## src/rtl/posit_adder_sched_pkg.sv

```systemverilog
`default_nettype none
// ============================================================================
//  Module   : posit_sched_pkg
//  Brief    : Shared types and constants for the posit adder scheduler.
//  Revision : 1.0 - initial release
// ============================================================================
package posit_sched_pkg;

   // Largest supported requester count; sizes the tag id field.
   localparam int R_MAX         = 16;
   // Default pipeline depth of the shared posit_adder.
   localparam int ADDER_LATENCY = 3;

   typedef logic [$clog2(R_MAX)-1:0] req_id_t;

   // One slot of the tag pipeline that follows an operation through the adder.
   typedef struct packed {
      logic    valid;
      req_id_t id;
   } sched_tag_t;

endpackage
`default_nettype wire

```

## src/rtl/posit_adder_sched_arbiter.sv

```systemverilog
`default_nettype none
// ============================================================================
//  Module   : rr_arbiter
//  Brief    : Combinational round-robin pick. Scans req from ptr upward,
//             wrapping modulo R, and returns the first hit as one-hot + index.
//             The rotating pointer itself lives in the parent.
//  Revision : 1.0 - initial release
// ============================================================================
module rr_arbiter
   import posit_sched_pkg::*;
#(
   parameter int R = 4
) (
   input  logic [R-1:0]         req,
   input  logic                 en,
   input  logic [$clog2(R)-1:0] ptr,
   output logic [R-1:0]         gnt,
   output logic [$clog2(R)-1:0] gnt_id
);

   localparam int IW  = $clog2(R);
   // One extra bit so ptr+k can exceed R before the wrap is applied.
   localparam int IW1 = IW + 1;

   logic [IW1-1:0] w_idx;
   logic           w_found;

   // Priority scan starting at ptr; the first pending request wins.
   always_comb begin
      gnt     = '0;
      gnt_id  = '0;
      w_found = 1'b0;
      w_idx   = '0;
      for (int k = 0; k < R; k++) begin
         w_idx = {1'b0, ptr} + IW1'(k);
         if (w_idx >= IW1'(R)) begin
            w_idx = w_idx - IW1'(R);
         end
         if (en && !w_found && req[w_idx[IW-1:0]]) begin
            gnt[w_idx[IW-1:0]] = 1'b1;
            gnt_id             = w_idx[IW-1:0];
            w_found            = 1'b1;
         end
      end
   end

endmodule
`default_nettype wire

```

## src/rtl/posit_adder_sched.sv

```systemverilog
`default_nettype none
// ============================================================================
//  Module   : posit_adder_sched
//  Brief    : Round-robin scheduler sharing one pipelined posit_adder among R
//             requesters. Issues at most one operand pair per cycle through
//             registered outputs, carries the owner id alongside the adder
//             pipeline and steers each returning result to its owner.
//  Options  : POSIT_ADDER_SCHED_TAG_CHECK_EN - enables the sticky tag_err
//             check of add_done against the tag pipeline.
//  Revision : 1.0 - initial release
// ============================================================================
module posit_adder_sched
   import posit_sched_pkg::*;
#(
   parameter int N       = 8,
   parameter int R       = 4,
   parameter int LATENCY = ADDER_LATENCY
) (
   input  logic           aclk,
   input  logic           areset,
   input  logic           issue_en,
   input  logic [R-1:0]   req_valid,
   output logic [R-1:0]   req_ready,
   input  logic [R*N-1:0] req_in1,
   input  logic [R*N-1:0] req_in2,
   output logic [N-1:0]   add_in1,
   output logic [N-1:0]   add_in2,
   output logic           add_start,
   input  logic [N-1:0]   add_result,
   input  logic           add_inf,
   input  logic           add_zero,
   input  logic           add_done,
   output logic [R-1:0]   res_valid,
   output logic [N-1:0]   res_data,
   output logic           res_inf,
   output logic           res_zero,
   output logic           tag_err
);

   localparam int IW = $clog2(R);

   logic [IW-1:0] r_ptr;
   logic [R-1:0]  w_gnt;
   logic [IW-1:0] w_gnt_id;
   logic          w_grant;
   logic          w_arb_en;
   logic [IW-1:0] w_ptr_nxt;

   logic          r_add_start;
   logic [N-1:0]  r_add_in1;
   logic [N-1:0]  r_add_in2;
   logic [IW-1:0] r_issue_id;

   sched_tag_t    r_tag [LATENCY];
   sched_tag_t    w_last;

   logic [N-1:0]  w_op1 [R];
   logic [N-1:0]  w_op2 [R];

   // Gating with areset keeps req_ready low for the whole reset window.
   assign w_arb_en = issue_en & ~areset;

   rr_arbiter #(
      .R (R)
   ) u_arb (
      .req    (req_valid),
      .en     (w_arb_en),
      .ptr    (r_ptr),
      .gnt    (w_gnt),
      .gnt_id (w_gnt_id)
   );

   assign req_ready = w_gnt;
   assign w_grant   = |w_gnt;
   assign w_ptr_nxt = (w_gnt_id == IW'(R - 1)) ? '0 : w_gnt_id + 1'b1;

   // Split the flattened operand buses into per-requester words.
   for (genvar g = 0; g < R; g++) begin : g_unpack
      assign w_op1[g] = req_in1[g*N +: N];
      assign w_op2[g] = req_in2[g*N +: N];
   end

   // Rotate the priority pointer past the winner on every grant.
   always_ff @(posedge aclk or posedge areset) begin
      if (areset) begin
         r_ptr <= '0;
      end else if (w_grant) begin
         r_ptr <= w_ptr_nxt;
      end
   end

   // Register the winner's operands and the issue strobe towards the adder.
   always_ff @(posedge aclk or posedge areset) begin
      if (areset) begin
         r_add_start <= 1'b0;
         r_add_in1   <= '0;
         r_add_in2   <= '0;
         r_issue_id  <= '0;
      end else begin
         r_add_start <= w_grant;
         if (w_grant) begin
            r_add_in1  <= w_op1[w_gnt_id];
            r_add_in2  <= w_op2[w_gnt_id];
            r_issue_id <= w_gnt_id;
         end
      end
   end

   // Tag pipeline: stage 0 samples the issue strobe, last stage meets add_done.
   always_ff @(posedge aclk or posedge areset) begin
      if (areset) begin
         for (int k = 0; k < LATENCY; k++) begin
            r_tag[k] <= '0;
         end
      end else begin
         r_tag[0] <= '{valid: r_add_start, id: req_id_t'(r_issue_id)};
         for (int k = 1; k < LATENCY; k++) begin
            r_tag[k] <= r_tag[k-1];
         end
      end
   end

   assign w_last = r_tag[LATENCY-1];

   // Steer the completion strobe to the owner recorded in the last tag stage.
   always_comb begin
      res_valid = '0;
      for (int i = 0; i < R; i++) begin
         res_valid[i] = add_done & w_last.valid & (w_last.id == req_id_t'(i));
      end
   end

   assign res_data  = add_result;
   assign res_inf   = add_inf;
   assign res_zero  = add_zero;

   assign add_start = r_add_start;
   assign add_in1   = r_add_in1;
   assign add_in2   = r_add_in2;

`ifdef POSIT_ADDER_SCHED_TAG_CHECK_EN
   localparam int CW = $clog2(LATENCY + 1);

   logic [CW-1:0] r_mask_cnt;
   logic          r_tag_err;

   // Mask the check for LATENCY cycles after reset so stale adder strobes from
   // pre-reset operations are not flagged; afterwards any disagreement sticks.
   always_ff @(posedge aclk or posedge areset) begin
      if (areset) begin
         r_mask_cnt <= CW'(LATENCY);
         r_tag_err  <= 1'b0;
      end else begin
         if (r_mask_cnt != '0) begin
            r_mask_cnt <= r_mask_cnt - 1'b1;
         end else if (add_done != w_last.valid) begin
            r_tag_err <= 1'b1;
         end
      end
   end

   assign tag_err = r_tag_err;
`else
   assign tag_err = 1'b0;
`endif

endmodule
`default_nettype wire

```

## config.mk

```make
export PLATFORM = sky130hd
export DESIGN_NAME = posit_adder_sched
export DESIGN_NICKNAME = d
export VERILOG_FILES = /design/src/rtl/posit_adder_sched_pkg.sv /design/src/rtl/posit_adder_sched_arbiter.sv /design/src/rtl/posit_adder_sched.sv
export SDC_FILE = /design/constraint.sdc
export NUM_CORES = 1
export LEC_CHECK = 0
export BUFFER_PORTS_ARGS = -buffer_cell sky130_fd_sc_hd__clkbuf_2
export CORE_MARGIN = 2
export CORE_UTILIZATION = 40
export DETAILED_ROUTE_END_ITERATION = 6
export GPL_ROUTABILITY_DRIVEN = 0
export GPL_TIMING_DRIVEN = 0
export PLACE_DENSITY_LB_ADDON = 0.2
export SLEW_MARGIN = 20
export SYNTH_ARGS = -nofsm -noshare
export SYNTH_HDL_FRONTEND = slang
export SYNTH_SLANG_ARGS = --single-unit
```

## constraint.sdc

```tcl
create_clock -name aclk -period 3 [get_ports aclk]
set_clock_uncertainty 0.1 [all_clocks]
set_input_delay 0 -clock aclk [delete_from_list [all_inputs] [get_ports aclk]]
set_output_delay 0 -clock aclk [all_outputs]
set_load 0.01 [all_outputs]
```

==> flow_summary.json <==
{
  "grt_start_max_net_pins": 32,
  "gr-usage-all-layers_pct": 25.6,
  "netlist_instances": 263,
  "rows": 27,
  "max_freq_ghz": 0.340,
  "firstDrtPassIters": 5,
  "hold_class": "in -> reg",
  "wl_um": 8200,
  "die_h_um": 80.1,
  "path_max_fanout": 8,
  "io_pins": 118,
  "synth_area_leaders": "dfrtp_1 (32%), o211ai_1 (6.5%), a31oi_1 (5.7%), o21ai_0 (5.2%), a21o_1 (4.9%)",
  "finalCritPeriodShare_pct": 98.2,
  "drc": 0,
  "drive_above_1_share_pct": 46.9,
  "yosys.area.top_type": "dfrtp_1",
  "maxSlewViolCount": 0,
  "critPathCaptureType": "flop",
  "synth_seq_cells": 30,
  "final_util_pct": 67.5,
  "vias": 2855,
  "cp.required_ps": 3060,
  "dp.final_hpwl_um": 5320,
  "synthFlopType": "dfrtp_1",
  "syn_to_final_growth_pct": 61.3,
  "avgRoutedWirePerCell_um": 16.5,
  "clock-sinks": 30,
  "syn_area_um2": 2320,
  "grt-ovfl-total": 0,
  "syn_nets": 353,
  "p_sw_share_pct": 39.2,
  "cp-start-kind": "flop",
  "p_leak_nw": 1.78,
  "htree_levels": 2,
  "synth.avg_cell_area_um2": 8.81,
  "p_per_area_nw_per_um2": 738,
  "async_flop_share_pct": 100,
  "crit_end": "r_issue_id[1]",
  "grt_pass1_vias": 2760,
  "crit_chain": "clkinvlp_4, ha_4, buf_8, nand3b_1, a2111oi_4, buf_4, buf_6, o21ai_2, a31oi_2, or4_4, buf_8, mux2_4",
  "fin_crit_ps": 2940,
  "tightest_slew_ps": 627,
  "tns_ps": 0,
  "synth_top_area_share_pct": 32.4,
  "critPathMaxStageDelay_ps": 580,
  "arrival_ps": 3010,
  "path_clk_slew_ps": 70,
  "peakVddDrop_uv": 402,
  "synth_common_cells": "dfrtp_1 (30), o21ai_0 (24), a31oi_1 (21), nor2_1 (21), o211ai_1 (20)",
  "crit_path_start": "r_ptr[0]",
  "crit_type": "reg -> reg",
  "cap_violations": 0,
  "cp_top_family": "buffers and inverters",
  "p_seq_share_pct": 24.7,
  "die_x_um": 80.1,
  "p_int_mw": 1.68,
  "r2r-start": "r_ptr[0]",
  "switchingPower_mw": 1.08,
  "cp_slowest_cell": "or4_4",
  "clock_path_buffers": 2,
  "rr_worst_depth": 12,
  "yosysWarnings": 0,
  "status": "finished, final reports clean",
  "vias_per_cell": 5.76,
  "initial_utilization_pct": 41.8,
  "hold_violations": 0,
  "synth.most_common_cell": "dfrtp_1",
  "r2r_slack_ps": 60,
  "final_net_count": 513,
  "clk_latency_ps": 280,
  "die_area_um2": 6420,
  "relSlewSlack_pct": 58.2,
  "crit_cells": 12,
  "crit_buf_inv": 5,
  "r2r_end": "r_issue_id[1]",
  "root_buffer": "clkbuf_8",
  "grt_pass1_wl_um": 12700,
  "port_buffers": 103,
  "p_comb_share_pct": 56.9,
  "setup_viol": 0,
  "synth-edff-count": 0,
  "antenna_cells": 0,
  "coreArea_um2": 5540,
  "antenna_found_initial": 0,
  "tritoncts": "yes",
  "rsz0062_at_grt": "true",
  "drtIter0Drc": 224,
  "crit_top_cell": "buf_8",
  "ys_seq_area_share_pct": 32.4,
  "synthDistinctLibCells": 50,
  "ant_nets": 0,
  "cts_buffers": 5,
  "clock_power_share_pct": 18.4
}
-- worst reg2reg max path: cells and delay by family, from the launching register on --
| kind | cells | cell delay (ps) |
|---|---|---|
| AO/OA/AOI/OAI | 3 | 320 |
| buffers and inverters | 5 | 720 |
| multiplexers | 1 | 290 |
| adder cells (fa/ha/maj) | 1 | 270 |
| flip-flops | 1 | 430 |
| AND/OR/NAND/NOR | 2 | 700 |
-- metal layers --
metal  GRT usage, %  routed length [um]  share of wire (%)
met5              0                   0                  0
met4           13.1                 278                3.4
met3           5.84                 712                8.7
met2           43.3                4030                 49
met1           30.2                3180                 39
-- metrics by stage --
| stage | total power [mW] | hold WS, ps | std cells | setup slack (ps) | area (um^2) |
|---|---|---|---|---|---|
| after global routing | 2.92 | 23.1 | 496 | -38.0 | 3740 |
| final | 2.76 | 2.46 | 496 | 55.1 | 3740 |
| after CTS | 2.63 | 0.0928 | 490 | 27.6 | 3590 |
| after global placement | 1.92 | 88.2 | 438 | -486 | 2970 |
| after floorplan | 1.55 | -8.23 | 263 | -40.9 | 2360 |
| after detailed placement | 1.95 | 22.8 | 438 | -547 | 2970 |
-- what timing repair did --
action                                  4_1_cts  5_1_grt
hold buffers                                 32        0
buffers inserted                             13        7
pin swaps                                     8       17
endpoints found under the hold margin        45        0
gates resized for setup                      21       36
gates cloned                                  0        1
endpoints found under the setup margin       21       20
-- sequential cells by signal, summed over array words and instances, names as in the netlist --
name,flops
add_in2,8
r_issue_id,2
add_start,1
r_tag,9
r_ptr,2
add_in1,8
-- layout make-up --
type / count / area, um^2
fillers: 447 / 1800
multi-input cells: 191 / 1450
repair buffers: 156 / 1010
flip-flops and latches: 30 / 752
plain buffers: 33 / 258
well taps: 72 / 90.1
clock buffers: 6 / 82.6
clock inverters: 2 / 60.1
inverters: 6 / 31.3
-- layout by cell type, fill, tap and decap left out, types with 4 or more instances in the layout --
master	instances
clkbuf_2	106
buf_4	32
dlygate4sd3_1	32
dfrtp_1	29
nor2_1	20
o211ai_1	20
o21ai_0	19
or3_1	16
a31oi_1	15
nand3_1	15
a21o_1	15
ha_1	7
buf_2	6
buf_6	6
a31oi_2	6
clkbuf_8	6
nor3_1	5
o21ai_2	4
-- worst min path at each step --
stage                        startpoint  cells past startpoint  slack (ps)     endpoint
after floorplan           add_result[0]                      1          -8  res_data[0]
after global placement    add_result[0]                      2          90  res_data[0]
after detailed placement         areset                      2          20   add_in1[2]
after CTS                   req_in1[25]                      3        0.09   add_in1[1]
after global routing        req_in1[10]                      4          20   add_in1[2]
final                       req_in1[10]                      4           2   add_in1[2]
-- power groups by stage --
stage / registers [mW] / clock network (mW) / logic [mW]
floorplan: 0.718 / 0 / 0.827
global placement: 0.687 / 0 / 1.23
detailed placement: 0.686 / 0 / 1.26
CTS: 0.676 / 0.507 / 1.44
global route: 0.700 / 0.532 / 1.69
finish: 0.682 / 0.507 / 1.57
-- cell families (layout without fill, tap and decap cells) --
family | after synthesis | in the layout | share of synthesized area (%)
other | 1 | 1 | 0.162
adders and majority gates | 8 | 8 | 4.32
buffers and inverters | 42 | 203 | 10.4
AOI/OAI and AO/OA | 99 | 99 | 29.9
DFF | 30 | 30 | 32.4
xor gates and xnor gates | 1 | 1 | 0.378
and+or+nand+nor | 77 | 77 | 19.0
muxes | 5 | 5 | 3.46
(Power assumes the default switching activity.)
